==> src/rtl/uart_receiver.sv <==
// UART receiver: 2-flop synchronized RX line, oversampled start/data/parity/stop decoding,
// byte hand-off with ready/overrun tracking. Optional macro RX_MAJORITY_VOTE_EN selects 2-of-3 bit voting.
module uart_receiver #(
  parameter int OVERSAMPLE = 16,
  parameter int DATA_BITS  = 8,
  parameter int PARITY_ODD = 0
) (
  input  logic                 clock,
  input  logic                 reset_n,
  input  logic                 RX_in,
  input  logic                 RX_read,
  output logic [DATA_BITS-1:0] RX_data_out,
  output logic                 RX_valid,
  output logic                 RX_ready,
  output logic                 parity_error,
  output logic                 framing_error,
  output logic                 overrun,
  output logic                 RXbusy
);

  localparam int SW = $clog2(OVERSAMPLE);
  localparam int BW = (DATA_BITS > 1) ? $clog2(DATA_BITS) : 1;

  localparam logic [SW-1:0] LAST_TICK = SW'(OVERSAMPLE - 1);
`ifdef RX_MAJORITY_VOTE_EN
  localparam logic [SW-1:0] START_TICK = SW'(OVERSAMPLE / 2);
`else
  localparam logic [SW-1:0] START_TICK = SW'(OVERSAMPLE / 2 - 1);
`endif
  localparam logic [BW-1:0] LAST_BIT = BW'(DATA_BITS - 1);

  localparam logic [2:0] S_IDLE   = 3'd0;
  localparam logic [2:0] S_START  = 3'd1;
  localparam logic [2:0] S_DATA   = 3'd2;
  localparam logic [2:0] S_PARITY = 3'd3;
  localparam logic [2:0] S_STOP   = 3'd4;
  localparam logic [2:0] S_BREAK  = 3'd5;

  logic [1:0]           sync_q;
  logic                 rx_s;
  logic                 bit_smp;
  logic [2:0]           state_q, state_d;
  logic [SW-1:0]        scnt_q, scnt_d;
  logic [BW-1:0]        bcnt_q, bcnt_d;
  logic [DATA_BITS-1:0] shreg_q, shreg_d;
  logic                 perr_q, perr_d;
  logic [DATA_BITS-1:0] data_q, data_d;
  logic                 valid_q, valid_d;
  logic                 ready_q, ready_d;
  logic                 perr_out_q, perr_out_d;
  logic                 ferr_q, ferr_d;
  logic                 ovr_q, ovr_d;

  assign rx_s = sync_q[1];

`ifdef RX_MAJORITY_VOTE_EN
  // hist_q holds rx_s from one and two clocks ago; the vote lands on the mid+1 tick.
  logic [1:0] hist_q;

  always_ff @(posedge clock or negedge reset_n) begin
    if (!reset_n) hist_q <= 2'b11;
    else          hist_q <= {hist_q[0], rx_s};
  end

  assign bit_smp = (hist_q[1] & hist_q[0]) | (hist_q[1] & rx_s) | (hist_q[0] & rx_s);
`else
  assign bit_smp = rx_s;
`endif

  always_comb begin
    // NOTE: every variable gets a default first so no path leaves it unassigned (no latches).
    state_d    = state_q;
    scnt_d     = scnt_q + 1'b1;
    bcnt_d     = bcnt_q;
    shreg_d    = shreg_q;
    perr_d     = perr_q;
    data_d     = data_q;
    valid_d    = 1'b0;
    ready_d    = RX_read ? 1'b0 : ready_q;
    perr_out_d = perr_out_q;
    ferr_d     = ferr_q;
    ovr_d      = ovr_q;

    case (state_q)
      S_IDLE: begin
        scnt_d = '0;
        if (!rx_s) state_d = S_START;
      end
      S_START: begin
        if (scnt_q == START_TICK) begin
          if (!bit_smp) begin
            scnt_d  = '0;
            bcnt_d  = '0;
            state_d = S_DATA;
          end else begin
            state_d = S_IDLE;
          end
        end
      end
      S_DATA: begin
        if (scnt_q == LAST_TICK) begin
          shreg_d = {bit_smp, shreg_q[DATA_BITS-1:1]};
          bcnt_d  = bcnt_q + 1'b1;
          if (bcnt_q == LAST_BIT) state_d = S_PARITY;
        end
      end
      S_PARITY: begin
        if (scnt_q == LAST_TICK) begin
          perr_d  = (^shreg_q) ^ bit_smp ^ 1'(PARITY_ODD);
          state_d = S_STOP;
        end
      end
      S_STOP: begin
        if (scnt_q == LAST_TICK) begin
          data_d     = shreg_q;
          perr_out_d = perr_q;
          ferr_d     = ~bit_smp;
          valid_d    = 1'b1;
          // A completing frame always wins over a same-clock read.
          if (ready_q && !RX_read) ovr_d = 1'b1;
          ready_d    = 1'b1;
          state_d    = bit_smp ? S_IDLE : S_BREAK;
        end
      end
      S_BREAK: begin
        scnt_d = '0;
        if (rx_s) state_d = S_IDLE;
      end
      default: state_d = S_IDLE;
    endcase
  end

  always_ff @(posedge clock or negedge reset_n) begin
    if (!reset_n) begin
      sync_q     <= 2'b11;
      state_q    <= S_IDLE;
      scnt_q     <= '0;
      bcnt_q     <= '0;
      shreg_q    <= '0;
      perr_q     <= 1'b0;
      data_q     <= '0;
      valid_q    <= 1'b0;
      ready_q    <= 1'b0;
      perr_out_q <= 1'b0;
      ferr_q     <= 1'b0;
      ovr_q      <= 1'b0;
    end else begin
      // NOTE: non-blocking assignments so every flop samples pre-edge values.
      sync_q     <= {sync_q[0], RX_in};
      state_q    <= state_d;
      scnt_q     <= scnt_d;
      bcnt_q     <= bcnt_d;
      shreg_q    <= shreg_d;
      perr_q     <= perr_d;
      data_q     <= data_d;
      valid_q    <= valid_d;
      ready_q    <= ready_d;
      perr_out_q <= perr_out_d;
      ferr_q     <= ferr_d;
      ovr_q      <= ovr_d;
    end
  end

  assign RX_data_out   = data_q;
  assign RX_valid      = valid_q;
  assign RX_ready      = ready_q;
  assign parity_error  = perr_out_q;
  assign framing_error = ferr_q;
  assign overrun       = ovr_q;
  assign RXbusy        = (state_q != S_IDLE) && (state_q != S_BREAK);

endmodule

==> config.mk <==
export PLATFORM = sky130hd
export DESIGN_NAME = uart_receiver
export DESIGN_NICKNAME = d
export VERILOG_FILES = /design/src/rtl/uart_receiver.sv
export SDC_FILE = /design/constraint.sdc
export NUM_CORES = 1
export LEC_CHECK = 0
export BUFFER_PORTS_ARGS = -buffer_cell sky130_fd_sc_hd__buf_2
export CAP_MARGIN = 40
export CORE_ASPECT_RATIO = 1.75
export CORE_UTILIZATION = 58
export DETAILED_ROUTE_END_ITERATION = 12
export PLACE_DENSITY = 0.87
export SLEW_MARGIN = 40
export SYNTH_ARGS = -nofsm -noshare
export SYNTH_HDL_FRONTEND = slang
export SYNTH_SLANG_ARGS = --single-unit
==> constraint.sdc <==
create_clock -name clock -period 3 [get_ports clock]
set_clock_uncertainty 0.2 [all_clocks]
set_input_delay 0.6 -clock clock [delete_from_list [all_inputs] [get_ports clock]]
set_output_delay 0.6 -clock clock [all_outputs]
set_load 0.005 [all_outputs]
=== Word-level counts from Yosys, hierarchy flattened ===
Index checks and enable logic that the tools add are counted.

* Flip-flop bits (word level): 34
* Input bits: 4
* Output and inout port bits: 14

* Add/sub/neg operators: 2
* Equal/unequal tests: 17
* Muxes and demuxes: 22
* Bitwise operators: 2
* Reductions and logical operators: 14

{| class="wikitable"
|+ Operators by type and width
! cell !! count
|-
| 3-bit two-way mux || 11
|-
| 3-bit one-hot mux with 6 select lines || 1
|-
| 2-bit inequality test (second input constant) || 8
|-
| 3-bit == test (second input constant) || 3
|-
| 4-bit two-way mux || 2
|-
| 4-bit one-hot mux with 2 select lines || 1
|-
| 8-bit parity || 1
|-
| 7-bit AND reduction || 1
|-
| 3-bit by 2-bit == test with 1-bit output (second input constant) || 2
|-
| 3-bit one-hot mux with 2 select lines || 1
|-
| 2-bit AND reduction || 3
|-
| 1-bit two-way mux || 5
|-
| 4-bit by 1-bit adder with 4-bit output (second input constant) || 1
|-
| 4-bit by 3-bit == test with 1-bit output (second input constant) || 1
|-
| 4-bit == test (second input constant) || 1
|-
| 4-bit AND reduction || 1
|-
| 3-bit by 1-bit adder with 3-bit output (second input constant) || 1
|-
| 3-bit by 1-bit == test with 1-bit output (second input constant) || 1
|-
| 3-bit logical NOT || 1
|-
| 3-bit inequality test (second input constant) || 1
|-
| 3-bit AND reduction || 1
|-
| 3-bit nonzero test || 1
|-
| 1-bit logical AND || 2
|-
| 2-bit two-way mux || 1
|-
| other kinds (5) || 5
|}

=== Depth between registers and ports, before layout ===
Gate-level depths: netlist of run 1.

* Word-level depth: 4
* Depth in mapped cells: 6

=== Least setup slack after synthesis of run 1 ===
Ideal clock, no wire load.

* Kind: reg2out
* Start point: register state_q[2]
* End point: output RXbusy
* Arrival: 1.070 ns
* Data required time: 2.200 ns
* Path slack: 1.130 ns
* Stages on the path, launching flop included: 5
* Path through: dfrtp_1 -> buf_2 -> nor2b_1 -> nor3_1 -> inv_1

* Cells in the longest elaborated chain, start to end: 2
* Elaborated cells on any way between the ends: 3
* Classes of those cells: eq/ne: 1; reduce/logical: 2

{| class="wikitable"
|+ Ends and longest elaborated chain
! element !! RTL line !! text
|-
| start: declaration || 42 || <nowiki>logic [2:0] state_q, state_d;</nowiki>
|-
| start signal: assignment || 150 || <nowiki>state_q <= state_d;</nowiki>
|-
| 3-bit inequality test or 3-bit nonzero test (tied branches) || 170 || <nowiki>assign RXbusy = (state_q != S_IDLE) && (state_q != S_BREAK);</nowiki>
|-
| 1-bit logical AND * || 170 ||
|-
| end: declaration || 18 || <nowiki>output logic RXbusy</nowiki>
|}

Every way passes the cells marked *; elsewhere a longest branch is shown, timed or not.

=== Worst setup path in the final report of run 1 ===
Same ends and word-level chain as after synthesis.

==> flow_metrics.env, run 1 <==
export IMPL_setup_viol=0
export IMPL_power_density_mw_per_mm2=737
export IMPL_cts_clk_pin_slew_worst_paths_ps=70
export IMPL_post_dp_hpwl_um=1840
export IMPL_crit_chain="nor2b_1, nor3_1, inv_1, buf_2"
export IMPL_initial_standard_cell_utilization_of_the_core_pct=62.1
export IMPL_power_consumption_mw=1.34
export IMPL_route_vias_total=920
export IMPL_place_inst=156
export IMPL_cp_startpoint_kind="register"
export IMPL_cts_resized=0
export IMPL_global_route_usage_met3_pct=7.14
export IMPL_die_width_um=41.5
export IMPL_post_detailed_route_wirelength_per_cell_um=15.6
export IMPL_critPathTopFamily="simple AND/OR/NAND/NOR gates"
export IMPL_synth_lib_cells_used_distinct=39
export IMPL_setup_fix_bufs_post_cts=0
export IMPL_timing_max_transition_violations_final=0
export IMPL_die_area_mm2=0.00295
export IMPL_dieHeight_um=71.1
export IMPL_post_route_cells_drive_above_1_share_pct=40.6
export IMPL_crit_fanout=16
export IMPL_cts_sinks=34
export IMPL_io_pins=18
export IMPL_drt_iter0_drcs=12
export IMPL_synth_ff_type="dfrtp_1"
export IMPL_met2_usage_pct=35.4
export IMPL_grt_first_pass_wirelength_um=4580
export IMPL_setup_total_negative_slack_ps=0
export IMPL_depth_of_the_cts_h_tree=2
export IMPL_async_reset_ff_share_pct=100
export IMPL_worstMarginPinSlew_ps=680
export IMPL_cap_violations=0
export IMPL_crit_type="reg2out"
export IMPL_min_cycle_time_layout_ps=2400
export IMPL_timing_critical_path_slowest_cell_delay_ps=560
export IMPL_r2r_cells=4
export IMPL_achievable_frequency_mhz=416
export IMPL_placement_rows=24
export IMPL_postCtsHoldBufs=0
export IMPL_firstDrtPassIters=4
export IMPL_max_vdd_ir_drop_mv=0.586
export IMPL_total_leakage_power_nw=0.950
export IMPL_cp_end_kind="output pin"
export IMPL_max_slew_headroom_at_the_worst_pin_pct=54.7
export IMPL_synth_edf_count=0
export IMPL_io_buf_count=17
export IMPL_worstPathBufferInverterCount=2
export IMPL_finalNetCount=144
export IMPL_cts_inserted_buffers=5
export IMPL_grt_start_max_net_pins=35
export IMPL_globalRouteMet1Util_pct=22.8
export IMPL_cp_slowest_cell="dfrtp_1"
export IMPL_top_usage_layer="met2"
export IMPL_syn_instance_count=117
export IMPL_insertion_delay_ps=290
export IMPL_grt_overflow_total=0
export IMPL_finalHoldViolCount=0
export IMPL_drc_errors=0
export IMPL_min_delay_path_class="in2async"
export IMPL_cp_required_ps=2200
export IMPL_synthesis_area_per_instance_um2=13.5
export IMPL_coreArea_mm2=0.00255
export IMPL_syn_std_cell_area_mm2=0.00158
export IMPL_synth_seq_cells=34
export IMPL_vias_in_the_first_global_route=1016
export IMPL_synth_warnings=0
export IMPL_routabilityCongestion=0.776
export IMPL_min_period_over_period_pct=80.1
export IMPL_cts_tree="yes"
export IMPL_antenna_diode_count=0
export IMPL_placedInstanceArea_mm2=0.00168
export IMPL_wirelength_um=2570
export IMPL_final_area_mm2=0.00182
export IMPL_clock_root_buffer="clkbuf_8"
export IMPL_outcome="finished clean"
export IMPL_avgViaCountPerCell=5.61
export IMPL_rsz0062_at_grt="false"
export IMPL_cp_arrival_ps=1600
export IMPL_final_standard_cell_count_with_taps_included_and_fillers_excluded=164
export IMPL_ys_seq_area_share_pct=53.9
export IMPL_clock_tree_buffer_depth=2
export IMPL_antenna_found_initial=0
export IMPL_cp_depth=4
export IMPL_global_route_usage_total_pct=21.0
export IMPL_mostFrequentLayoutCells="32 x dfrtp_1, 16 x buf_2, 15 x mux2_2"
export IMPL_area_delta_synth_final_pct=14.9
export IMPL_most_frequent_standard_cell_in_the_layout_excluding_fill_and_tap_cells="dfrtp_1"
export IMPL_syn_num_nets=124
export IMPL_ant_nets=0
## flip-flops by register name, summed over array words and instances (netlist names), 2 cells and up
register	count
sync_q	2
RX_data_out	8
scnt_q	4
state_q	3
shreg_q	8
bcnt_q	3
## routing by layer
layer,wire length (µm),vias up
li1,-,451
met1,1040,446
met2,1360,17
met3,99,6
met4,64,0
met5,0,-
## kinds of logic (layout without fill, tap and decap cells)
group,Yosys count,after routing,synth area share (%)
adder cells (fa/ha/maj),3,3,2.37
AO/OA/AOI/OAI,12,12,6.16
AND/OR/NAND/NOR,30,30,12.1
multiplexers,22,22,17.1
XOR/XNOR,9,9,5.85
buffers and inverters,7,28,2.61
flip-flops,34,34,53.9
## area by class of cell
type | count | area, µm²
Multi-Input combinational cell | 76 | 689
Timing Repair Buffer | 18 | 95.1
Clock inverter | 2 | 60.1
Fill cell | 179 | 732
Clock buffer | 6 | 82.6
Sequential cell | 34 | 853
Tap cell | 26 | 32.5
Inverter | 2 | 7.51
## Yosys cell counts (2+ instances only)
cell type / n / area [µm²]
nand2_1: 3 / 11.3
a22o_1: 2 / 17.5
mux2_2: 15 / 169
nor2_1: 4 / 15.0
nand2b_1: 3 / 18.8
dfstp_2: 2 / 52.6
ha_1: 3 / 37.5
nor2b_1: 4 / 25.0
xnor2_1: 6 / 52.6
nand3_1: 2 / 10.0
dfrtp_1: 32 / 801
xor2_1: 2 / 17.5
inv_1: 2 / 7.51
mux2_4: 6 / 90.1
nor3_1: 3 / 15.0
buf_2: 3 / 15.0
nor4b_1: 2 / 17.5
o21ai_0: 2 / 10.0
## worst paths after layout
path / to / slack, ps / start
max in group asynchronous: sync_q[0] / 2220 / reset_n
max: RXbusy / 600 / state_q[2]
max reg2reg: RX_data_out[2] / 830 / scnt_q[0]
min in group clock: sync_q[1] / 160 / sync_q[0]
min reg2reg: sync_q[1] / 160 / sync_q[0]
min: RX_valid / 40 / reset_n
## power by group
part | switching (mW) | internal, mW
clock | 0.161 | 0.354
combinational | 0.121 | 0.142
sequential | 0.0701 | 0.495
## stage by stage
stage / hold WS [ps] / util (%) / setup WS, ps
finish: 40.1 / 71.3 / 597
global route: 70.7 / 71.3 / 410
CTS: 159 / 71.2 / 567
detailed placement: 147 / 65.6 / 838
global placement: 147 / 65.6 / 922
floorplan: 104 / - / 1130
Power figures use the tool's default switching activity.
==> run 2, diff against run 1 <==
Settings changed: CORE_UTILIZATION 58 to 51, PLACE_DENSITY 0.87 to 0.82.
Clock period 3 ns to 2.05 ns, I/O delays scaled along.
==> flow_metrics.env, run 2 (synthesized netlist as in run 1, its figures left out) <==
export IMPL_antenna_found_initial=0
export IMPL_clock_root_buffer="clkbuf_8"
export IMPL_initial_standard_cell_utilization_of_the_core_pct=54.1
export IMPL_most_frequent_standard_cell_in_the_layout_excluding_fill_and_tap_cells="dfrtp_1"
export IMPL_total_leakage_power_nw=0.960
export IMPL_post_detailed_route_wirelength_per_cell_um=15.0
export IMPL_dr_wl_met2_um=1390
export IMPL_cp_end_kind="register"
export IMPL_crit_fanout=11
export IMPL_timing_critical_path_slowest_cell_delay_ps=390
export IMPL_finalNetCount=148
export IMPL_cts_tree="yes"
export IMPL_setup_viol=0
export IMPL_power_switching_mw=0.520
export IMPL_io_buf_count=17
export IMPL_die_area_mm2=0.00334
export IMPL_wirelength_um=2550
export IMPL_mostFrequentLayoutCells="30 x dfrtp_1, 17 x buf_2, 15 x mux2_2"
export IMPL_route_met3_wl_um=87
export IMPL_firstDrtPassIters=6
export IMPL_drt_iter0_drcs=14
export IMPL_worstMarginPinSlew_ps=730
export IMPL_antenna_diode_count=0
export IMPL_cts_clk_pin_slew_worst_paths_ps=70
export IMPL_ant_nets=0
export IMPL_internal_power_mw=1.32
export IMPL_grt_overflow_total=0
export IMPL_hold_worst_slack_ps=25.0
export IMPL_combinationalPowerShare_pct=23.0
export IMPL_min_cycle_time_layout_ps=1930
export IMPL_placement_rows=26
export IMPL_power_density_mw_per_mm2=998
export IMPL_max_vdd_ir_drop_mv=0.678
export IMPL_cap_violations=0
export IMPL_post_route_cells_drive_above_1_share_pct=44.4
export IMPL_grt_first_pass_wirelength_um=4020
export IMPL_cp_slowest_cell="dfrtp_1"
export IMPL_routabilityCongestion=0.723
export IMPL_area_delta_synth_final_pct=16.5
export IMPL_setup_total_negative_slack_ps=0
export IMPL_coreArea_mm2=0.00293
export IMPL_outcome="finished clean"
export IMPL_route_vias_total=958
export IMPL_post_dp_hpwl_um=1750
export IMPL_grt_start_max_net_pins=35
export IMPL_maxUsedRoutingLayer="met4"
export IMPL_cp_required_ps=2020
export IMPL_io_pins=18
export IMPL_insertion_delay_ps=280
export IMPL_global_route_usage_total_pct=17.3
export IMPL_min_delay_path_class="in2reg"
export IMPL_min_period_over_period_pct=94.3
export IMPL_clock_tree_buffer_depth=2
export IMPL_detail_route_wirelength_met1_um=1010
export IMPL_die_width_um=44.1
export IMPL_seq_power_share_pct=45.1
export IMPL_place_inst=160
export IMPL_depth_of_the_cts_h_tree=2
export IMPL_cp_arrival_ps=1900
export IMPL_crit_chain="ha_1, nand3_1, nor3_2, buf_4, mux2_2"
export IMPL_final_area_mm2=0.00185
export IMPL_avgViaCountPerCell=5.64
export IMPL_cp_startpoint_kind="register"
export IMPL_rsz0062_at_grt="false"
export IMPL_cts_inserted_buffers=5
export IMPL_cts_sinks=34
export IMPL_final_standard_cell_count_with_taps_included_and_fillers_excluded=170
export IMPL_drc_errors=0
export IMPL_finalHoldViolCount=0
export IMPL_max_slew_headroom_at_the_worst_pin_pct=51.4
export IMPL_share_clk_of_total_power_pct=31.9
export IMPL_placedInstanceArea_mm2=0.00171
export IMPL_crit_type="reg2reg"
export IMPL_swShare_pct=28.2
export IMPL_dieHeight_um=75.7
export IMPL_achievable_frequency_mhz=517
export IMPL_vias_in_the_first_global_route=925
export IMPL_timing_max_transition_violations_final=0
## run 2: cell types whose count changed in the layout (fill, tap and decap cells not counted)
cell,previous run,this run
dfrtp_1,32,30
bufinv_16,2,1
clkinv_2,0,2
nor4b_2,0,1
dfrtp_2,0,2
nor3_1,3,2
buf_2,16,17
clkbuf_8,6,5
buf_4,2,3
buf_12,0,1
nor3_2,1,2
nor4b_1,2,1
dlygate4sd3_1,0,1
## run 2: metrics by stage
stage / util, % / power, mW / setup WS [ps]
after floorplan: - / 1.15 / 233
after global placement: 58.2 / 1.20 / 193
after detailed placement: 58.2 / 1.23 / 112
after CTS: 62.5 / 1.84 / 26.0
after global routing: 63.0 / 1.96 / 7.58
final: 63.0 / 1.84 / 117
## run 2: worst max-delay path: cells and delay by family, from the launching register on
family / cells / cell delay, ps
adder cells (fa/ha/maj): 1 / 240
buffers and inverters: 1 / 210
flip-flops: 1 / 390
multiplexers: 1 / 350
AND/OR/NAND/NOR: 2 / 420
## run 2: cell type report
class / instances / area (µm²)
clock inverters: 3 / 40.0
inverters: 2 / 7.51
well taps: 28 / 35.0
multi-input cells: 76 / 701
flip-flops and latches: 34 / 856
fillers: 231 / 1080
clock buffers: 5 / 68.8
repair buffers: 22 / 138
## run 2: power groups by stage
stage	Sequential, mW	Clock, mW	Combinational [mW]
after CTS	0.822	0.612	0.403
after global placement	0.823	0	0.376
after detailed placement	0.833	0	0.394
after global routing	0.841	0.638	0.477
after floorplan	0.775	0	0.374
final	0.830	0.588	0.424
## run 2: repair_timing
action / 4_1_cts / 5_1_grt
cloned: 0 / 0
hold buffers: 1 / 0
pin swaps: 0 / 1
endpoints found under the hold margin: 11 / 0
resized for setup: 2 / 2
endpoints found under the setup margin: 1 / 4
buffers inserted: 0 / 1
## run 2: worst paths after layout
| kind | endpoint | depth (start not counted) | slack (ps) | start |
|---|---|---|---|---|
| max | shreg_q[7] | 5 | 120 | scnt_q[0] |
| min | sync_q[0] | 1 | 30 | RX_in |
| max reg2reg | shreg_q[7] | 5 | 120 | scnt_q[0] |
| min reg2reg | sync_q[1] | 0 | 160 | sync_q[0] |
| max in group asynchronous | state_q[0] | 2 | 620 | reset_n |
| min in group asynchronous | overrun | 2 | 510 | reset_n |
## run 2: per-layer routing
metal	up-vias	track usage, %
li1	459	-
met1	476	17.2
met2	17	30.7
met3	6	6.40
met4	0	9.09
met5	-	0
